===== config.mk =====
export PLATFORM = sky130hd
export DESIGN_NAME = mux2_rr_arbiter_flat
export DESIGN_NICKNAME = d
export VERILOG_FILES = /design/src/rtl/mux2_rr_arbiter_pkg.sv /design/src/rtl/mux2_rr_arbiter_if.sv /design/src/rtl/mux2_rr_arbiter_mux.sv /design/src/rtl/mux2_rr_arbiter.sv /design/src/flat_wrapper.sv
export SDC_FILE = /design/constraint.sdc
export NUM_CORES = 1
export LEC_CHECK = 0
export CORE_MARGIN = 4
export CORE_UTILIZATION = 57
export CTS_BUF_LIST = sky130_fd_sc_hd__clkbuf_4
export CTS_CLUSTER_SIZE = 12
export DETAILED_ROUTE_END_ITERATION = 8
export GPL_TIMING_DRIVEN = 1
export PLACE_DENSITY_LB_ADDON = 0.12
export REMOVE_ABC_BUFFERS = 1
export SYNTH_ARGS = -nofsm -noshare
export SYNTH_HDL_FRONTEND = slang
export SYNTH_HIERARCHICAL = 1
export SYNTH_SLANG_ARGS = --single-unit

===== constraint.sdc =====
create_clock -name clk -period 3.2 [get_ports clk]
set_input_delay 0.48 -clock clk [delete_from_list [all_inputs] [get_ports clk]]
set_output_delay 0.48 -clock clk [all_outputs]
set_load 0.02 [all_outputs]

===== src/rtl/mux2_rr_arbiter_pkg.sv =====
`default_nettype none
// ============================================================================
// Module   : mux2_arb_pkg
// Purpose  : Shared definitions for the two-source round-robin arbiter:
//            state encoding, default burst limit, statistics counter width
//            and small grant-encoding helpers.
// Macros   : none (the MUX2_ARB_STATS_EN option lives in the top module)
// Revision : 1.0 - initial release
// ============================================================================
package mux2_arb_pkg;

  typedef enum logic [1:0] {
    ST_IDLE = 2'd0,
    ST_GNT0 = 2'd1,
    ST_GNT1 = 2'd2
  } arb_state_t;

  localparam int DEF_MAX_BURST = 4;
  localparam int STAT_W        = 16;

  // State that corresponds to owning the channel for source src.
  function automatic arb_state_t grant_state(input logic src);
    return src ? ST_GNT1 : ST_GNT0;
  endfunction

  // One-hot grant vector for source src.
  function automatic logic [1:0] grant_vec(input logic src);
    return src ? 2'b10 : 2'b01;
  endfunction

endpackage
`default_nettype wire


===== src/rtl/mux2_rr_arbiter_if.sv =====
`default_nettype none
// ============================================================================
// Module   : mux2_rr_arbiter_if
// Purpose  : Handshake/data bundle between the two sources, the arbiter and
//            the downstream consumer.
// Signals  : req[1:0], din0, din1   - source requests and data
//            rdy[1:0], gnt[1:0]     - per-source accept and grant
//            sel, dout, dout_valid  - muxed output channel
//            dout_ready             - downstream accept
// Modports : slave  - arbiter side
//            master - sources/consumer side
// Revision : 1.0 - initial release
// ============================================================================
interface mux2_rr_arbiter_if #(
  parameter int DATA_W = 1
);
  logic [1:0]        req;
  logic [DATA_W-1:0] din0;
  logic [DATA_W-1:0] din1;
  logic [1:0]        rdy;
  logic [1:0]        gnt;
  logic              sel;
  logic [DATA_W-1:0] dout;
  logic              dout_valid;
  logic              dout_ready;

  modport slave (
    input  req, din0, din1, dout_ready,
    output rdy, gnt, sel, dout, dout_valid
  );

  modport master (
    output req, din0, din1, dout_ready,
    input  rdy, gnt, sel, dout, dout_valid
  );
endinterface
`default_nettype wire


===== src/rtl/mux2_rr_arbiter_mux.sv =====
`default_nettype none
// ============================================================================
// Module   : mux2to1_w
// Purpose  : DATA_W-wide combinational 2:1 multiplexer.
// Ports    : din0, din1 (in, DATA_W) - data inputs
//            sel        (in, 1)      - 0 selects din0, 1 selects din1
//            dout       (out, DATA_W)- selected data
// Revision : 1.0 - initial release
// ============================================================================
module mux2to1_w #(
  parameter int DATA_W = 1
) (
  input  wire logic [DATA_W-1:0] din0,
  input  wire logic [DATA_W-1:0] din1,
  input  wire logic              sel,
  output logic      [DATA_W-1:0] dout
);
  assign dout = sel ? din1 : din0;
endmodule
`default_nettype wire


===== src/rtl/mux2_rr_arbiter.sv =====
`default_nettype none
// ============================================================================
// Module   : mux2_rr_arbiter
// Purpose  : Round-robin arbiter sharing one output channel between two
//            requesters, with a per-grant burst limit and the 2:1 data mux.
// Ports    : clk            (in)  rising-edge clock
//            rst_n          (in)  asynchronous active-low reset
//            bus            (mux2_rr_arbiter_if.slave) req/din0/din1/
//                           dout_ready in; rdy/gnt/sel/dout/dout_valid out
//            grant_cnt0/1   (out, 16) grant-event counters, only when
//                           MUX2_ARB_STATS_EN is defined
// Macros   : MUX2_ARB_STATS_EN - adds saturating grant statistics
// Revision : 1.0 - initial release
// ============================================================================
module mux2_rr_arbiter
  import mux2_arb_pkg::*;
#(
  parameter int DATA_W    = 1,
  parameter int MAX_BURST = DEF_MAX_BURST,
  parameter int CNT_W     = 8
) (
  input wire logic clk,
  input wire logic rst_n,
  mux2_rr_arbiter_if.slave bus
`ifdef MUX2_ARB_STATS_EN
  ,
  output logic [STAT_W-1:0] grant_cnt0,
  output logic [STAT_W-1:0] grant_cnt1
`endif
);

  arb_state_t        r_state;
  logic [1:0]        r_gnt;
  logic              r_sel;
  logic              r_pri;
  logic [CNT_W-1:0]  r_cnt;

  logic              w_valid;
  logic              w_xfer;
  logic              w_release;
  logic              w_grant_en;
  logic              w_grant_src;
  logic              w_to_idle;
  logic [DATA_W-1:0] w_dout;

  // In a granted state sel always names the owner, so gnt[sel] & req[sel]
  // is "owner still has data"; in IDLE gnt is 00 and this is 0.
  assign w_valid = r_gnt[r_sel] & bus.req[r_sel];
  assign w_xfer  = w_valid & bus.dout_ready;

  // Owner gave up its request, or this transfer completes the burst.
  assign w_release = (r_state != ST_IDLE) &&
                     (!bus.req[r_sel] ||
                      (w_xfer && (r_cnt == CNT_W'(MAX_BURST - 1))));

  always_comb begin
    w_grant_en  = 1'b0;
    w_grant_src = 1'b0;
    w_to_idle   = 1'b0;
    if (r_state == ST_IDLE) begin
      if (|bus.req) begin
        w_grant_en  = 1'b1;
        w_grant_src = (&bus.req) ? r_pri : bus.req[1];
      end
    end else if (w_release) begin
      // Other source first (no idle bubble), then re-grant of the owner.
      if (bus.req[~r_sel]) begin
        w_grant_en  = 1'b1;
        w_grant_src = ~r_sel;
      end else if (bus.req[r_sel]) begin
        w_grant_en  = 1'b1;
        w_grant_src = r_sel;
      end else begin
        w_to_idle   = 1'b1;
      end
    end
  end

  always_ff @(posedge clk or negedge rst_n) begin
    if (!rst_n) begin
      r_state <= ST_IDLE;
      r_gnt   <= 2'b00;
      r_sel   <= 1'b0;
      r_pri   <= 1'b0;
      r_cnt   <= '0;
    end else begin
      if (w_grant_en) begin
        r_state <= grant_state(w_grant_src);
        r_gnt   <= grant_vec(w_grant_src);
        r_sel   <= w_grant_src;
      end else if (w_to_idle) begin
        // sel deliberately keeps its last value while idle.
        r_state <= ST_IDLE;
        r_gnt   <= 2'b00;
      end

      if (w_release) begin
        r_pri <= ~r_sel;
        r_cnt <= '0;
      end else if (w_xfer) begin
        r_cnt <= r_cnt + 1'b1;
      end
    end
  end

`ifdef MUX2_ARB_STATS_EN
  always_ff @(posedge clk or negedge rst_n) begin
    if (!rst_n) begin
      grant_cnt0 <= '0;
      grant_cnt1 <= '0;
    end else if (w_grant_en) begin
      if (!w_grant_src && (grant_cnt0 != {STAT_W{1'b1}}))
        grant_cnt0 <= grant_cnt0 + 1'b1;
      if (w_grant_src && (grant_cnt1 != {STAT_W{1'b1}}))
        grant_cnt1 <= grant_cnt1 + 1'b1;
    end
  end
`endif

  mux2to1_w #(
    .DATA_W (DATA_W)
  ) u_mux (
    .din0 (bus.din0),
    .din1 (bus.din1),
    .sel  (r_sel),
    .dout (w_dout)
  );

  assign bus.dout       = w_dout;
  assign bus.gnt        = r_gnt;
  assign bus.sel        = r_sel;
  assign bus.dout_valid = w_valid;
  assign bus.rdy        = r_gnt & {2{bus.dout_ready}};

endmodule
`default_nettype wire


===== src/flat_wrapper.sv =====
// flat-port wrapper written by rule: the top's interface ports become plain ports
module mux2_rr_arbiter_flat import mux2_arb_pkg::*;
#(
  parameter int DATA_W    = 1,
  parameter int MAX_BURST = DEF_MAX_BURST,
  parameter int CNT_W     = 8
)
  (clk, rst_n, bus_req, bus_din0, bus_din1, bus_dout_ready, bus_rdy, bus_gnt, bus_sel, bus_dout, bus_dout_valid);
  mux2_rr_arbiter_if #(.DATA_W(DATA_W)) bus_i ();
  input wire logic clk;
  input wire logic rst_n;
  input wire logic [$bits(bus_i.req)-1:0] bus_req;
  input wire logic [$bits(bus_i.din0)-1:0] bus_din0;
  input wire logic [$bits(bus_i.din1)-1:0] bus_din1;
  input wire logic [$bits(bus_i.dout_ready)-1:0] bus_dout_ready;
  output wire logic [$bits(bus_i.rdy)-1:0] bus_rdy;
  output wire logic [$bits(bus_i.gnt)-1:0] bus_gnt;
  output wire logic [$bits(bus_i.sel)-1:0] bus_sel;
  output wire logic [$bits(bus_i.dout)-1:0] bus_dout;
  output wire logic [$bits(bus_i.dout_valid)-1:0] bus_dout_valid;
  assign bus_i.req = bus_req;
  assign bus_i.din0 = bus_din0;
  assign bus_i.din1 = bus_din1;
  assign bus_i.dout_ready = bus_dout_ready;
  assign bus_rdy = bus_i.rdy;
  assign bus_gnt = bus_i.gnt;
  assign bus_sel = bus_i.sel;
  assign bus_dout = bus_i.dout;
  assign bus_dout_valid = bus_i.dout_valid;
  mux2_rr_arbiter #(.DATA_W(DATA_W), .MAX_BURST(MAX_BURST), .CNT_W(CNT_W)) u_core (.clk(clk), .rst_n(rst_n), .bus(bus_i));
endmodule

# Yosys cells after proc, flatten, opt, wreduce, memory -nomap -nowiden
# Cells that the tools add are included.
# W data, S select, Z words.
# word_totals
ff_bits	12
input_bits	7
out_inout_bits	7
wordCells	49
# op_classes
n_addsub	1
n_lt_le_gt_ge	2
eq_ne	1
mux	27
bitwise_logic	4
reduce_logical	10
# ops
op	count
$mux W1	22
$mux W8	2
$add A8 B1 Y8 const B	1
$eq A8 B2 Y1 const B	1
$mux W2	3
$reduce_bool A2 Y1	3
$lt A1 B2 Y1 const B	2
$and A1 B1 Y1	2
$and A2 B2 Y2	1
$logic_and A1 B1 Y1	2
$logic_not A2 Y1	1
$reduce_and A2 Y1	1
$reduce_or A2 Y1	1
$logic_not A1 Y1	1
$logic_or A1 B1 Y1	1
$not A1 Y1	1

# Depth between registers and ports, before layout
# Gate-level depths: netlist of the first run.
# logic_depth
depth_word	11
mapped_depth	6
ltp_nobuf	5

# By module
# Netlist of the first run, hierarchy kept.
# by_module_without_submodules
mod	n_inst	cells_per_inst	area_each_um2	seq_area_each_um2
mux2_rr_arbiter	1	83	793.3	300.3
mux2to1_w	1	1	15.0	0.0

# Worst setup path before layout of the first run
# No wires, ideal clock.
# synth_path
path_kind	register -> output
startpoint	register u_core.r_sel, in the netlist u_core/bus.sel
endpoint	output bus_dout_valid
t_arrival_ns	1.342
required_time_ns	2.720
slack_ns	1.378
stages_incl_launch_ff	4
path_buffers	1
path_cell_list	dfrtp_1 > clkbuf_8 > mux2i_1 > nor2_1
# synth_via
elab_chain_cells	3
elab_cells_between_ends	5
cone_classes	mux (4); bitwise (1)
# synth_lines
item	line_no	rtl
start, declared	mux2_rr_arbiter.sv:34	logic r_sel;
start signal, assigned	mux2_rr_arbiter.sv:90	r_sel <= w_grant_src;
$mux W1 (implied by the code) (2 in a row)	mux2_rr_arbiter.sv:48	assign w_valid = r_gnt[r_sel] & bus.req[r_sel];
$and A1 B1 Y1 (*)	mux2_rr_arbiter.sv:48	
end, declared	flat_wrapper.sv:20	output wire logic [$bits(bus_i.dout_valid)-1:0] bus_dout_valid;
# Every way passes the cells marked *; elsewhere a longest branch is shown, timed or not. The select of a mux whose other input is x is not followed.

# Worst setup path after layout of the first run
# layout_path
startpoint	input bus_req[0]
endpoint	output bus_dout_valid
# layout_via
elab_chain_cells	3
# layout_lines
item	line_no	rtl
start, declared	flat_wrapper.sv:12	input wire logic [$bits(bus_i.req)-1:0] bus_req;
$mux W1 (implied by the code) (2 in a row)	mux2_rr_arbiter.sv:48	
$and A1 B1 Y1	mux2_rr_arbiter.sv:48	
# No other way between the ends. The select of a mux whose other input is x is not followed.

==> results.cfg, run 1 <==
[synth]
synth_common_cells = 12 x dfrtp_1, 12 x nor2_1, 7 x nand3_1, 7 x xnor2_1, 5 x nand2_1
yosysSeqAreaShare_pct = 37.2
synth.top_cell.area_share_pct = 37.2
synth_flop_cell = dfrtp_1
synth-edff-count = 0
yosys_register_bits = 12
syn_avg_cell_area_sq_um = 9.62
synth.distinct_cells = 35
yosys.area.top_type = dfrtp_1
ys_async_sr_fraction_pct = 100
synthTopCellsByArea = dfrtp_1 37%, xnor2_1 7.6%, nor2_1 5.6%, nand3_1 4.3%, clkbuf_8 3.4%
synthesis.area_sq_um = 808
synthCells = 84
synth_warnings = 6

[pwr]
swShare_pct = 43.1
p_leak_nw = 0.371
p_comb_share_pct = 48.5
power_frac_clock_pct = 15.2
pwr-share-seq_pct = 36.3
power_density_mw_per_mm2 = 698
p_switching_w = 0.000285
ir_drop_mv = 0.545
cell_internal_pwr_w = 0.000376

[finish]
fillers = 106
drive_gt1_share_pct = 12.2
finalCoreUtilization_pct = 72.0
fin_cells = 113
finalNetCount = 107
design_area_sq_um = 948
area_delta_synth_final_pct = 17.3
diodes = 0

[run]
maxCapViolCount = 0

[clocking]
cts_tree = yes
clockRootBuffer = clkbuf_4
clock_path_buffers = 2
clock-sinks = 12
path_clk_slew_ps = 90
numCtsBuffers = 3
ctsResizeCount = 0
clk_latency_ps = 280
post_cts_buffers = 0
ctsHoldBuffers = 0
cts_max_level = 1

[floorplan]
die_area_sq_mm = 0.00208
core-area_sq_mm = 0.00132
ioPinCount = 14
placementRows = 13
fp.dieH_um = 45.7
start_util_pct = 61.3
dieWidth_um = 45.7

[timing]
finalMaxSlewViolations = 0
fin_crit_ps = 2720
setup_violations = 0
hold_viol = 0
fin_crit_sh_pct = 85.1
tns_ps = 0
fin_skew_ps = 10.4
tightest_slew_ps = 629
fmax_mhz = 367
rsz0062_at_grt = no
slew_headroom_pct = 56.9

[drt]
drc = 0
dr.pass1.iters = 4
detail-route-antenna-nets = 0
vias = 724
drt_wl_total_mm = 1.81
via_per_inst = 6.41
drt_iter0_drc = 27
wl_per_cell_um = 16.0

[setup_path]
slowest_stage = clkdlybuf4s50_1
cp.required_ps = 2720
critical_path_class = input pin to output port
reg2reg_slack_ps = 1220
end_kind = output port
crit_arrival_ps = 2240
start_kind = input pin
slowest_delay_ps = 570
path_cells = clkdlybuf4s50_1, mux2i_2, nor2_1, clkdlybuf4s50_1
crit_path_max_fanout = 9
cp_common_cell = clkdlybuf4s50_1

[placement]
portBuffers = 13
dp_cells = 109
place_congestion = 0.900
post_dp_cell_area_sq_um = 922
dp_hpwl_mm = 1.26

[worst_hold_path]
hold_class = input pin to asynchronous set/reset pin

[global_route]
grt_max_degree = 13
grt_pass1_vias = 692
gr-max-usage-layer = met2
antenna_found_initial = 0
globalRouteOverflowTotal = 0
use_met1_pct = 25.4
use_met2_pct = 32.9
grt_first_pass_wirelength_mm = 3.03
use_met3_pct = 5.53
grt.total_usage_pct = 20.2

[status]
outcome = finished, final reports clean
-- layer usage --
| metal | wire, um | vias to the layer above |
|---|---|---|
| li1 | - | 331 |
| met1 | 788 | 358 |
| met2 | 863 | 31 |
| met3 | 132 | 4 |
| met4 | 21 | 0 |
| met5 | 0 | - |
-- critical path, delay by kind of cell --
kind | cells | cell delay (ps)
buffers and inverters | 2 | 1130
muxes | 1 | 530
and+or+nand+nor | 1 | 100
-- state kept, by name, indices dropped and copies added, names as in the netlist --
| register | count |
|---|---|
| u_core/r_cnt | 8 |
| u_core/bus.gnt | 2 |
| u_core/bus.sel | 1 |
| u_core/r_pri | 1 |
-- worst paths after layout --
check | startpoint | endpoint | cells after the start
min in group clk | u_core/r_pri$_DFFE_PN0N_ | u_core/r_pri$_DFFE_PN0N_ | 2
max in group asynchronous | rst_n | u_core/r_pri$_DFFE_PN0N_ | 1
max reg2reg | u_core/r_cnt[1]$_DFFE_PN0P_ | u_core/r_pri$_DFFE_PN0N_ | 5
min | rst_n | u_core/r_cnt[0]$_DFFE_PN0P_ | 1
max | bus_req[0] | bus_dout_valid | 4
min reg2reg | u_core/r_pri$_DFFE_PN0N_ | u_core/r_pri$_DFFE_PN0N_ | 2
-- kinds of logic after synthesis --
group | after synthesis | synth area share [%]
compound gates | 13 | 12.4
xor+xnor | 7 | 7.59
buf+inv | 6 | 5.73
fa+ha+maj | 1 | 1.55
flops | 12 | 37.2
simple gates | 41 | 29.6
mux | 4 | 6.04
-- power groups by stage --
stage | clock, W | combinational, W | sequential (W)
floorplan | 0 | 0.000187 | 0.000249
global placement | 0 | 0.000312 | 0.000239
detailed placement | 0 | 0.000316 | 0.000241
CTS | 0.000105 | 0.000319 | 0.000239
global route | 0.000111 | 0.000348 | 0.000246
finish | 0.000101 | 0.000321 | 0.000240
-- cells in the final DEF (no fill, tap or decap), types with 3 or more instances in the layout --
| cell | netlist | final |
|---|---|---|
| clkbuf_4 | 0 | 3 |
| clkdlybuf4s50_1 | 0 | 13 |
| nand3_1 | 7 | 7 |
| xnor2_1 | 7 | 7 |
| a21oi_1 | 4 | 4 |
| dfrtp_1 | 12 | 12 |
| nor2_1 | 12 | 12 |
| inv_1 | 3 | 3 |
| nand2_1 | 5 | 5 |
-- metrics by stage --
stage	total power, W	worst slack (ps)	hold WS (ps)
6_report	0.000662	476	548
5_1_grt	0.000706	381	571
4_1_cts	0.000664	499	551
3_5_place_dp	0.000557	536	539
3_3_place_gp	0.000551	545	520
2_1_floorplan	0.000436	1410	184
-- cell type report --
class / count / area [sq um] / area share [%]
Timing Repair Buffer: 13 / 130 / 13.7
Clock buffer: 3 / 22.5 / 2.37
Multi-Input combinational cell: 66 / 462 / 48.7
Inverter: 3 / 11.3 / 1.19
Clock inverter: 1 / 3.75 / 0.396
Sequential cell: 12 / 300 / 31.7
Tap cell: 15 / 18.8 / 1.98
No activity file was read; power rests on OpenSTA's default activity.
==> run 2: changes to the inputs <==
--- a/config.mk
+++ b/config.mk
@@ -8,6 +8,7 @@
 export CORE_MARGIN = 4
 export CORE_UTILIZATION = 57
 export CTS_BUF_LIST = sky130_fd_sc_hd__clkbuf_4
+export CTS_CLUSTER_DIAMETER = 50
 export CTS_CLUSTER_SIZE = 12
 export DETAILED_ROUTE_END_ITERATION = 8
 export GPL_TIMING_DRIVEN = 1
==> results of run 2 <==
The final DEF is identical to that of run 1; final timing and power are the same.
